===== src/rtl/mips_mem_pkg.sv =====
// Shared types and constants for the IF/MEM memory port arbiter.
package mips_mem_pkg;
  localparam int unsigned AW_DEF = 32;
  localparam int unsigned DW_DEF = 32;

  typedef enum logic [1:0] {
    IDLE,
    D_BUSY,
    I_BUSY
  } state_t;

  localparam logic SRC_IF  = 1'b0;
  localparam logic SRC_MEM = 1'b1;
endpackage


===== src/rtl/mem_timeout_ctr.sv =====
// Wait-cycle counter for an outstanding memory request; flags the abort limit.
module mem_timeout_ctr #(
  parameter int unsigned TIMEOUT = 16
) (
  input  logic clk,
  input  logic rst_n,
  input  logic i_clr,
  input  logic i_en,
  output logic o_expired
);
  localparam int unsigned CW = (TIMEOUT > 2) ? $clog2(TIMEOUT) : 1;

  logic [CW-1:0] r_cnt;

  always_ff @(posedge clk) begin
    if (!rst_n) begin
      r_cnt <= '0;
    end else if (i_clr) begin
      r_cnt <= '0;
    end else if (i_en) begin
      r_cnt <= r_cnt + CW'(1);
    end
  end

  assign o_expired = (r_cnt == CW'(TIMEOUT - 1));
endmodule


===== src/rtl/mem_port_arbiter.sv =====
// Single-port memory arbiter: MEM stage has priority over IF, one transaction
// in flight, pipeline stall, IF flush discard and request timeout.
module mem_port_arbiter
  import mips_mem_pkg::*;
#(
  parameter int unsigned AW      = AW_DEF,
  parameter int unsigned DW      = DW_DEF,
  parameter int unsigned TIMEOUT = 16
) (
  input  logic          clk,
  input  logic          rst_n,
  input  logic          if_req,
  input  logic [AW-1:0] if_addr,
  input  logic          if_flush,
  output logic [DW-1:0] if_rdata,
  output logic          if_ready,
  input  logic          d_req,
  input  logic          d_we,
  input  logic [AW-1:0] d_addr,
  input  logic [DW-1:0] d_wdata,
  output logic [DW-1:0] d_rdata,
  output logic          d_ready,
  output logic          stall,
  output logic          bus_err,
  output logic          bus_err_src,
  output logic          mem_req,
  output logic          mem_we,
  output logic [AW-1:0] mem_addr,
  output logic [DW-1:0] mem_wdata,
  input  logic [DW-1:0] mem_rdata,
  input  logic          mem_ack
);
  state_t        r_state, w_next_state;
  logic          r_mem_req, r_mem_we, r_discard;
  logic [AW-1:0] r_mem_addr;
  logic [DW-1:0] r_mem_wdata, r_if_rdata, r_d_rdata;
  logic          r_if_ready, r_d_ready, r_bus_err, r_bus_err_src;
  logic          w_grant_d, w_grant_i, w_grant, w_busy, w_expired, w_timeout;

  assign w_busy    = (r_state != IDLE);
  assign w_grant   = w_grant_d | w_grant_i;
  assign w_timeout = w_busy & ~mem_ack & w_expired;

  mem_timeout_ctr #(.TIMEOUT(TIMEOUT)) u_tmo (
    .clk       (clk),
    .rst_n     (rst_n),
    .i_clr     (w_grant),
    .i_en      (w_busy & ~mem_ack),
    .o_expired (w_expired)
  );

  // A requester whose ready is pulsing still holds req for the retiring
  // instruction, so it is held off for that one cycle.
  always_comb begin
    w_next_state = r_state;
    w_grant_d    = 1'b0;
    w_grant_i    = 1'b0;
    case (r_state)
      IDLE: begin
        if (d_req && !r_d_ready) begin
          w_grant_d    = 1'b1;
          w_next_state = D_BUSY;
        end else if (if_req && !r_if_ready && !if_flush) begin
          w_grant_i    = 1'b1;
          w_next_state = I_BUSY;
        end
      end
      D_BUSY, I_BUSY: begin
        if (mem_ack || w_expired) w_next_state = IDLE;
      end
      default: w_next_state = IDLE;
    endcase
  end

  always_ff @(posedge clk) begin
    if (!rst_n) begin
      r_state       <= IDLE;
      r_mem_req     <= 1'b0;
      r_mem_we      <= 1'b0;
      r_mem_addr    <= '0;
      r_mem_wdata   <= '0;
      r_if_rdata    <= '0;
      r_d_rdata     <= '0;
      r_if_ready    <= 1'b0;
      r_d_ready     <= 1'b0;
      r_bus_err     <= 1'b0;
      r_bus_err_src <= SRC_IF;
      r_discard     <= 1'b0;
    end else begin
      r_state    <= w_next_state;
      r_if_ready <= 1'b0;
      r_d_ready  <= 1'b0;
      r_bus_err  <= 1'b0;
      if (w_grant_d) begin
        r_mem_req   <= 1'b1;
        r_mem_we    <= d_we;
        r_mem_addr  <= d_addr;
        r_mem_wdata <= d_wdata;
      end else if (w_grant_i) begin
        r_mem_req   <= 1'b1;
        r_mem_we    <= 1'b0;
        r_mem_addr  <= if_addr;
        r_mem_wdata <= '0;
      end
      // Ack on the limit edge completes normally rather than aborting.
      if (w_busy && mem_ack) begin
        r_mem_req <= 1'b0;
        if (r_state == D_BUSY) begin
          r_d_ready <= 1'b1;
          if (!r_mem_we) r_d_rdata <= mem_rdata;
        end else if (!(r_discard || if_flush)) begin
          r_if_ready <= 1'b1;
          r_if_rdata <= mem_rdata;
        end
      end else if (w_timeout) begin
        r_mem_req     <= 1'b0;
        r_bus_err     <= 1'b1;
        r_bus_err_src <= (r_state == D_BUSY) ? SRC_MEM : SRC_IF;
      end
      if (w_next_state == IDLE) r_discard <= 1'b0;
      else if (r_state == I_BUSY && if_flush) r_discard <= 1'b1;
    end
  end

  assign stall       = (d_req & ~r_d_ready) | (if_req & ~r_if_ready & ~if_flush);
  assign if_rdata    = r_if_rdata;
  assign if_ready    = r_if_ready;
  assign d_rdata     = r_d_rdata;
  assign d_ready     = r_d_ready;
  assign bus_err     = r_bus_err;
  assign bus_err_src = r_bus_err_src;
  assign mem_req     = r_mem_req;
  assign mem_we      = r_mem_we;
  assign mem_addr    = r_mem_addr;
  assign mem_wdata   = r_mem_wdata;
endmodule


===== config.mk =====
export PLATFORM = sky130hd
export DESIGN_NAME = mem_port_arbiter
export DESIGN_NICKNAME = d
export VERILOG_FILES = /design/src/rtl/mips_mem_pkg.sv /design/src/rtl/mem_timeout_ctr.sv /design/src/rtl/mem_port_arbiter.sv
export SDC_FILE = /design/constraint.sdc
export NUM_CORES = 1
export LEC_CHECK = 0
export CAP_MARGIN = 20
export CORE_MARGIN = 2
export CORE_UTILIZATION = 39
export DETAILED_ROUTE_END_ITERATION = 10
export PLACE_DENSITY = 0.85
export RECOVER_POWER = 25
export SETUP_SLACK_MARGIN = 0.1
export SLEW_MARGIN = 20
export SYNTH_ARGS = -nofsm -noshare
export SYNTH_HDL_FRONTEND = slang
export SYNTH_SLANG_ARGS = --single-unit

===== constraint.sdc =====
create_clock -name clk -period 2.5 [get_ports clk]
set_input_delay 0.25 -clock clk [delete_from_list [all_inputs] [get_ports clk]]
set_output_delay 0.25 -clock clk [all_outputs]
set_load 0.005 [all_outputs]

==> Word level (Yosys, flattened, before mapping) <==
Index checks and enable logic that the tools add are counted.
{ "word_totals": {"ff_bits": 141, "latchBits": 0, "mem_bits_rw": 0, "mem_bits_ro": 0, "input_bits": 135, "output_inout_bits": 135, "elab_cells": 77, "n_memories": 0} }
{ "op_classes": {"add_sub_neg": 1, "multipliers": 0, "div_mod_pow": 0, "n_lt_le_gt_ge": 0, "n_eq_ne": 3, "shift": 0, "mux": 20, "bitwise_logic": 16, "n_reduce_logical": 24} }
{ "ops": {"columns": ["cell", "count"], "rows": [
  ["32-bit 2-to-1 mux", 4],
  ["1-bit 2-to-1 mux", 12],
  ["1-bit inverter", 9],
  ["2-bit OR reduction", 4],
  ["2-bit 2-to-1 mux", 3],
  ["3-bit AND reduction", 2],
  ["3-bit OR reduction", 2],
  ["1-bit AND", 5],
  ["1-bit logical AND", 5],
  ["4-bit by 1-bit adder with 4-bit output, second input constant", 1],
  ["4-bit equality test, second input constant", 1],
  ["2-bit zero test", 2],
  ["2-bit case mux with 2 select lines", 1],
  ["2-bit AND reduction", 2],
  ["2-bit nonzero test", 2],
  ["1-bit zero test", 3],
  ["2-bit by 1-bit equality test with 1-bit output, second input constant", 1],
  ["2-bit equality test, second input constant", 1],
  ["1-bit logical OR", 2],
  ["1-bit OR", 2]
]} }

==> Logic depth before layout (Yosys ltp) <==
{ "logic_depth": {"ltp_word": 8, "ltp_mapped": 7, "ltp_nobuf": 5} }

==> By module <==
From an unflattened synthesis, not the netlist that was laid out.
{ "unflattened": {"cells_unflattened": 675, "hier_area_um2": 5803.1} }
{ "modules_own_cells": {"columns": ["mod", "n_inst", "cells_each", "area_each_um2", "seq_area_each_um2"], "rows": [
  ["mem_port_arbiter", 1, 657, 5614.1, 2742.6],
  ["mem_timeout_ctr", 1, 18, 188.9, 80.1]
]} }

==> Worst setup path before layout <==
OpenSTA, ideal clock, no wires.
{ "synth_timing": {"kind": "register -> register", "startpoint": "register r_state[1]", "endpoint": "register r_if_rdata[10] (netlist: if_rdata[10])", "setup_ns": 0.132, "arrival_time_ns": 1.580, "required_time_ns": 2.368, "slack_ns": 0.787, "path_stages_with_launch": 7, "path_buffers": 1, "synth_period_minus_slack_ns": 1.713, "path_cell_list": "dfxtp_1 > inv_1 > ha_1 > or4b_4 > buf_6 > o21ai_1 > a21oi_1"} }
{ "synth_via": {"elab_chain_cells": 3, "elab_cells_between_ends": 5, "cone_classes": "1 x eq/ne; 1 x bitwise; 3 x reduce/logical"} }
{ "synth_lines": {"columns": ["element", "line", "text"], "rows": [
  ["from (decl)", "mem_port_arbiter.sv:33", "state_t r_state, w_next_state;"],
  ["from (signal assigned)", "mem_port_arbiter.sv:90", "r_state <= w_next_state;"],
  ["2-bit by 1-bit equality test with 1-bit output / 2-bit nonzero test (equally long branches)", "mem_port_arbiter.sv:108, mem_port_arbiter.sv:40", null],
  ["1-bit inverter (no source line) / 1-bit logical AND (equally long branches)", null, null],
  ["3-bit AND reduction (no source line) (*)", null, null],
  ["to (signal assigned)", "mem_port_arbiter.sv:113", "r_if_rdata <= mem_rdata;"],
  ["to (decl)", "mem_port_arbiter.sv:36", "logic [DW-1:0] r_mem_wdata, r_if_rdata, r_d_rdata;"]
]} }
Every way passes the cells marked *; elsewhere a longest branch is shown, timed or not.
A chain may end at the register's enable or synchronous reset.

==> Final worst setup path <==
{ "layout_timing": {"startpoint": "register r_state[0]", "endpoint": "register r_mem_addr[29] (netlist: mem_addr[29])"} }
{ "layout_via": {"elab_chain_cells": 3, "elab_cells_between_ends": 5, "cone_classes": "3 x mux; 2 x reduce/logical"} }
{ "layout_lines": {"columns": ["element", "line", "text"], "rows": [
  ["2-bit zero test (*)", "mem_port_arbiter.sv:58", "case (r_state)"],
  ["1-bit 2-to-1 mux", "mem_port_arbiter.sv:58", null],
  ["32-bit 2-to-1 mux / 2-bit nonzero test (equally long branches)", null, null],
  ["to (signal assigned)", "mem_port_arbiter.sv:97", "r_mem_addr <= d_addr;"],
  ["to (signal assigned)", "mem_port_arbiter.sv:102", "r_mem_addr <= if_addr;"],
  ["to (decl)", "mem_port_arbiter.sv:35", "logic [AW-1:0] r_mem_addr;"]
]} }
Marks and branches as above.

==> reports/results.txt <==
Setup Fix Bufs, Post-CTS -> 0
H-tree levels -> 4
core region area -> 0.0144 mm2
Fillers -> 1235
commonest non-fill, non-tap cells in the layout -> 201 x clkdlybuf4s50_1, 141 x dfxtp_1, 98 x nand2_1, 70 x a21oi_1, 70 x o21ai_0
Layout area overhead -> 57.2%
clk slew on worst S/H paths -> 0.06 ns
#FFs+latches synth -> 141
gp weighted congestion -> 0.810
mux contribution to synthesized area -> 0.00175
HPWL after detailed placement -> 12200 um
Ys Warns -> 0
Hold Crit Class -> in2reg
Initial Util -> 0.397
final wirelength -> 18000 um
measured slew at the worst slew-check pin -> 0.949 ns
die width -> 125 um
Initial DRC Count -> 344
Synth Area in XOR/XNOR -> 0.00306
antenna cells -> 0
root buffer cell -> clkbuf_16
dominant cell type by area after synthesis -> dfxtp_1
setup_tns -> 0 ns
RSZ-0062 raised after global routing -> false
capturing element type of the critical path -> flop
latest clock arrival within the worst-skew pair -> 0.41 ns
dpl ws -> 0.437 ns
clk sinks -> 141
Crit path top cell by count -> buf_4
Adder-Cell Fraction of Synth Area -> 0.0109
Post-Synthesis Cell Area -> 0.00573 mm2
fin nets -> 1026
CP max-delay cell -> buf_4
hold path cells -> 4
hold buffers post-CTS -> 0
final setup margin -> 0.411 ns
Clock Skew -> 0.00556 ns
Flop pwr share -> 0.424
M1 WL -> 7130 um
EDFF count, synth -> 0
met2 WL post-DR -> 8810 um
CP arrival -> 2.39 ns
Setup CP Type -> reg2reg
total grt overflow -> 0
area share of the largest cell type after synthesis -> 0.492
die area -> 0.0157 mm2
reg2reg setup slack -> 0.41 ns
global-route wire length before repair -> 28900 um
slowest stage delay, CP -> 0.40 ns
largest net degree at the start of global routing -> 67
asr flop ratio synth -> 0
Final Cycle Share -> 0.836
CP max FO -> 40
RR Endpoint -> mem_addr[29]
total track usage -> 0.226
CTS Buffer Depth -> 2
Fmax -> 0.479 GHz
Yosys cell types -> 41
Top Ports -> 270
Sw Share -> 0.248
MaxCap Viol Count -> 0
ys flop type -> dfxtp_1
minimum clock period -> 2.09 ns
DR top layer -> met4
Peak VDD IR -> 0.393 mV
Finish-stage setup viols -> 0
commonest non-fill, non-tap cell in the layout -> clkdlybuf4s50_1
Post-route DRC -> 0
IO buf count -> 269
Die Ht -> 125 um
leakage power -> 3.29 nW
power per cell area -> 644 mW/mm2
sequential area share after synthesis -> 0.492
Post-DRT Antenna Nets -> 0
Hold Slack -> 0.355 ns
Synth Area in Compound Gates -> 0.265
vias in the first global route -> 5605
per-cell routed wire length -> 16.7 um
CTS tree -> yes
layout cells sized above 1 -> 0.0613
Slew Viols, Final -> 0
max-slew headroom at the worst pin -> 0.368
Worst R2R Start -> r_state[0]
Cell Chain, Critical Path -> inv_1 -> ha_2 -> buf_4 -> buf_4 -> o21ai_0 -> a311oi_1
Int Pwr -> 4.37 mW
Final Hold Violating Endpoints -> 0
Routed met3 length -> 1730 um
status -> completed
critical path startpoint category -> flop
Post-Synthesis Cells -> 651
largest family of logic cells by synthesized area -> compound AO/OA/AOI/OAI gates
r2r worst-path depth -> 6
Area contributors post-synth -> dfxtp_1 49%, nand2_1 6.4%, a21oi_1 6.1%
CTS resizes -> 0
hold path startpoint -> rst_n
combinational share of power -> 0.167
Via-to-Cell Ratio -> 5.45
hold endpoint -> mem_req
Avg Inst Size Synth -> 8.81 um2
Switch Pwr -> 1.44 mW
cell row count -> 44
TritonCTS Buffers -> 17
required time of the critical path -> 2.80 ns
syn nets -> 791
Clock Power Share -> 0.409
1st-pass router iterations -> 5
Vias -> 5890
initial antenna violation count -> 0
Simple-Gate Fraction of Synth Area -> 0.168
==> cell families after synthesis <==
group | after synthesis
xor+xnor | 2
compound gates | 241
mux | 1
flops | 141
fa+ha+maj | 5
buf+inv | 73
simple gates | 188
==> worst max-delay path, delay by kind of cell, from the launching register on <==
kind                       cells  cell delay (ns)
AOI/OAI and AO/OA              2             0.45
adders and majority gates      1             0.29
buffers and inverters          3             0.85
DFF                            1             0.36
==> per-layer routing <==
layer	up-vias	global-route usage
li1	2855	-
met1	2748	0.269
met2	261	0.379
met3	26	0.0809
met4	0	0.0758
met5	-	0
==> per-stage QoR <==
stage | power, mW | util | area [um2] | std cells
final | 5.81 | 0.625 | 9010 | 1081
after global routing | 6.09 | 0.625 | 9010 | 1081
after CTS | 5.90 | 0.625 | 9010 | 1081
after detailed placement | 3.50 | 0.587 | 8460 | 1051
after global placement | 3.48 | 0.587 | 8460 | 1051
after floorplan | 2.92 | - | 5730 | 651
==> flip-flops by register name, indices dropped and copies added, names as in the netlist <==
signal,flops
d_rdata,32
if_rdata,32
mem_addr,32
mem_wdata,32
u_tmo.r_cnt,4
r_state,2
bus_err,1
bus_err_src,1
d_ready,1
if_ready,1
mem_req,1
mem_we,1
r_discard,1
==> how the worst max path moves through the flow <==
stage / start / endpoint / slack, ns / depth (start not counted)
2_1_floorplan: r_state[1] / if_rdata[10] / 0.79 / 6
3_3_place_gp: mem_ack / if_rdata[1] / 0.47 / 4
3_5_place_dp: mem_ack / if_rdata[1] / 0.44 / 4
4_1_cts: if_ready / stall / 0.42 / 3
5_1_grt: r_state[1] / mem_addr[1] / 0.28 / 6
6_report: r_state[0] / mem_addr[29] / 0.41 / 6
==> cell type report <==
type,count,area (um2),share of cell area
clock buffer,18,429,0.0476
multi-input combinational,437,2580,0.286
tap,184,230,0.0255
inverter,5,18.8,0.00208
timing repair buffer,284,2810,0.311
sequential,141,2820,0.313
clock inverter,12,124,0.0137
==> power groups by stage <==
| stage | clock [mW] | sequential, mW | combinational (mW) |
|---|---|---|---|
| after floorplan | 0 | 2.51 | 0.409 |
| after global placement | 0 | 2.50 | 0.979 |
| after detailed placement | 0 | 2.51 | 0.991 |
| after CTS | 2.44 | 2.46 | 0.997 |
| after global routing | 2.56 | 2.48 | 1.05 |
| final | 2.38 | 2.46 | 0.973 |
==> synth_stat cells (2+ instances only) <==
master / number
nand3_1: 4
nand3b_1: 32
a21oi_1: 70
dfxtp_1: 141
nor3_1: 37
inv_1: 4
a32o_1: 33
clkbuf_1: 34
nand2b_1: 2
clkbuf_2: 3
o21ai_0: 70
a311oi_1: 32
buf_2: 27
buf_6: 4
nand2_1: 98
or3_1: 2
ha_1: 5
o21ai_1: 30
(Power assumes the default switching activity.)
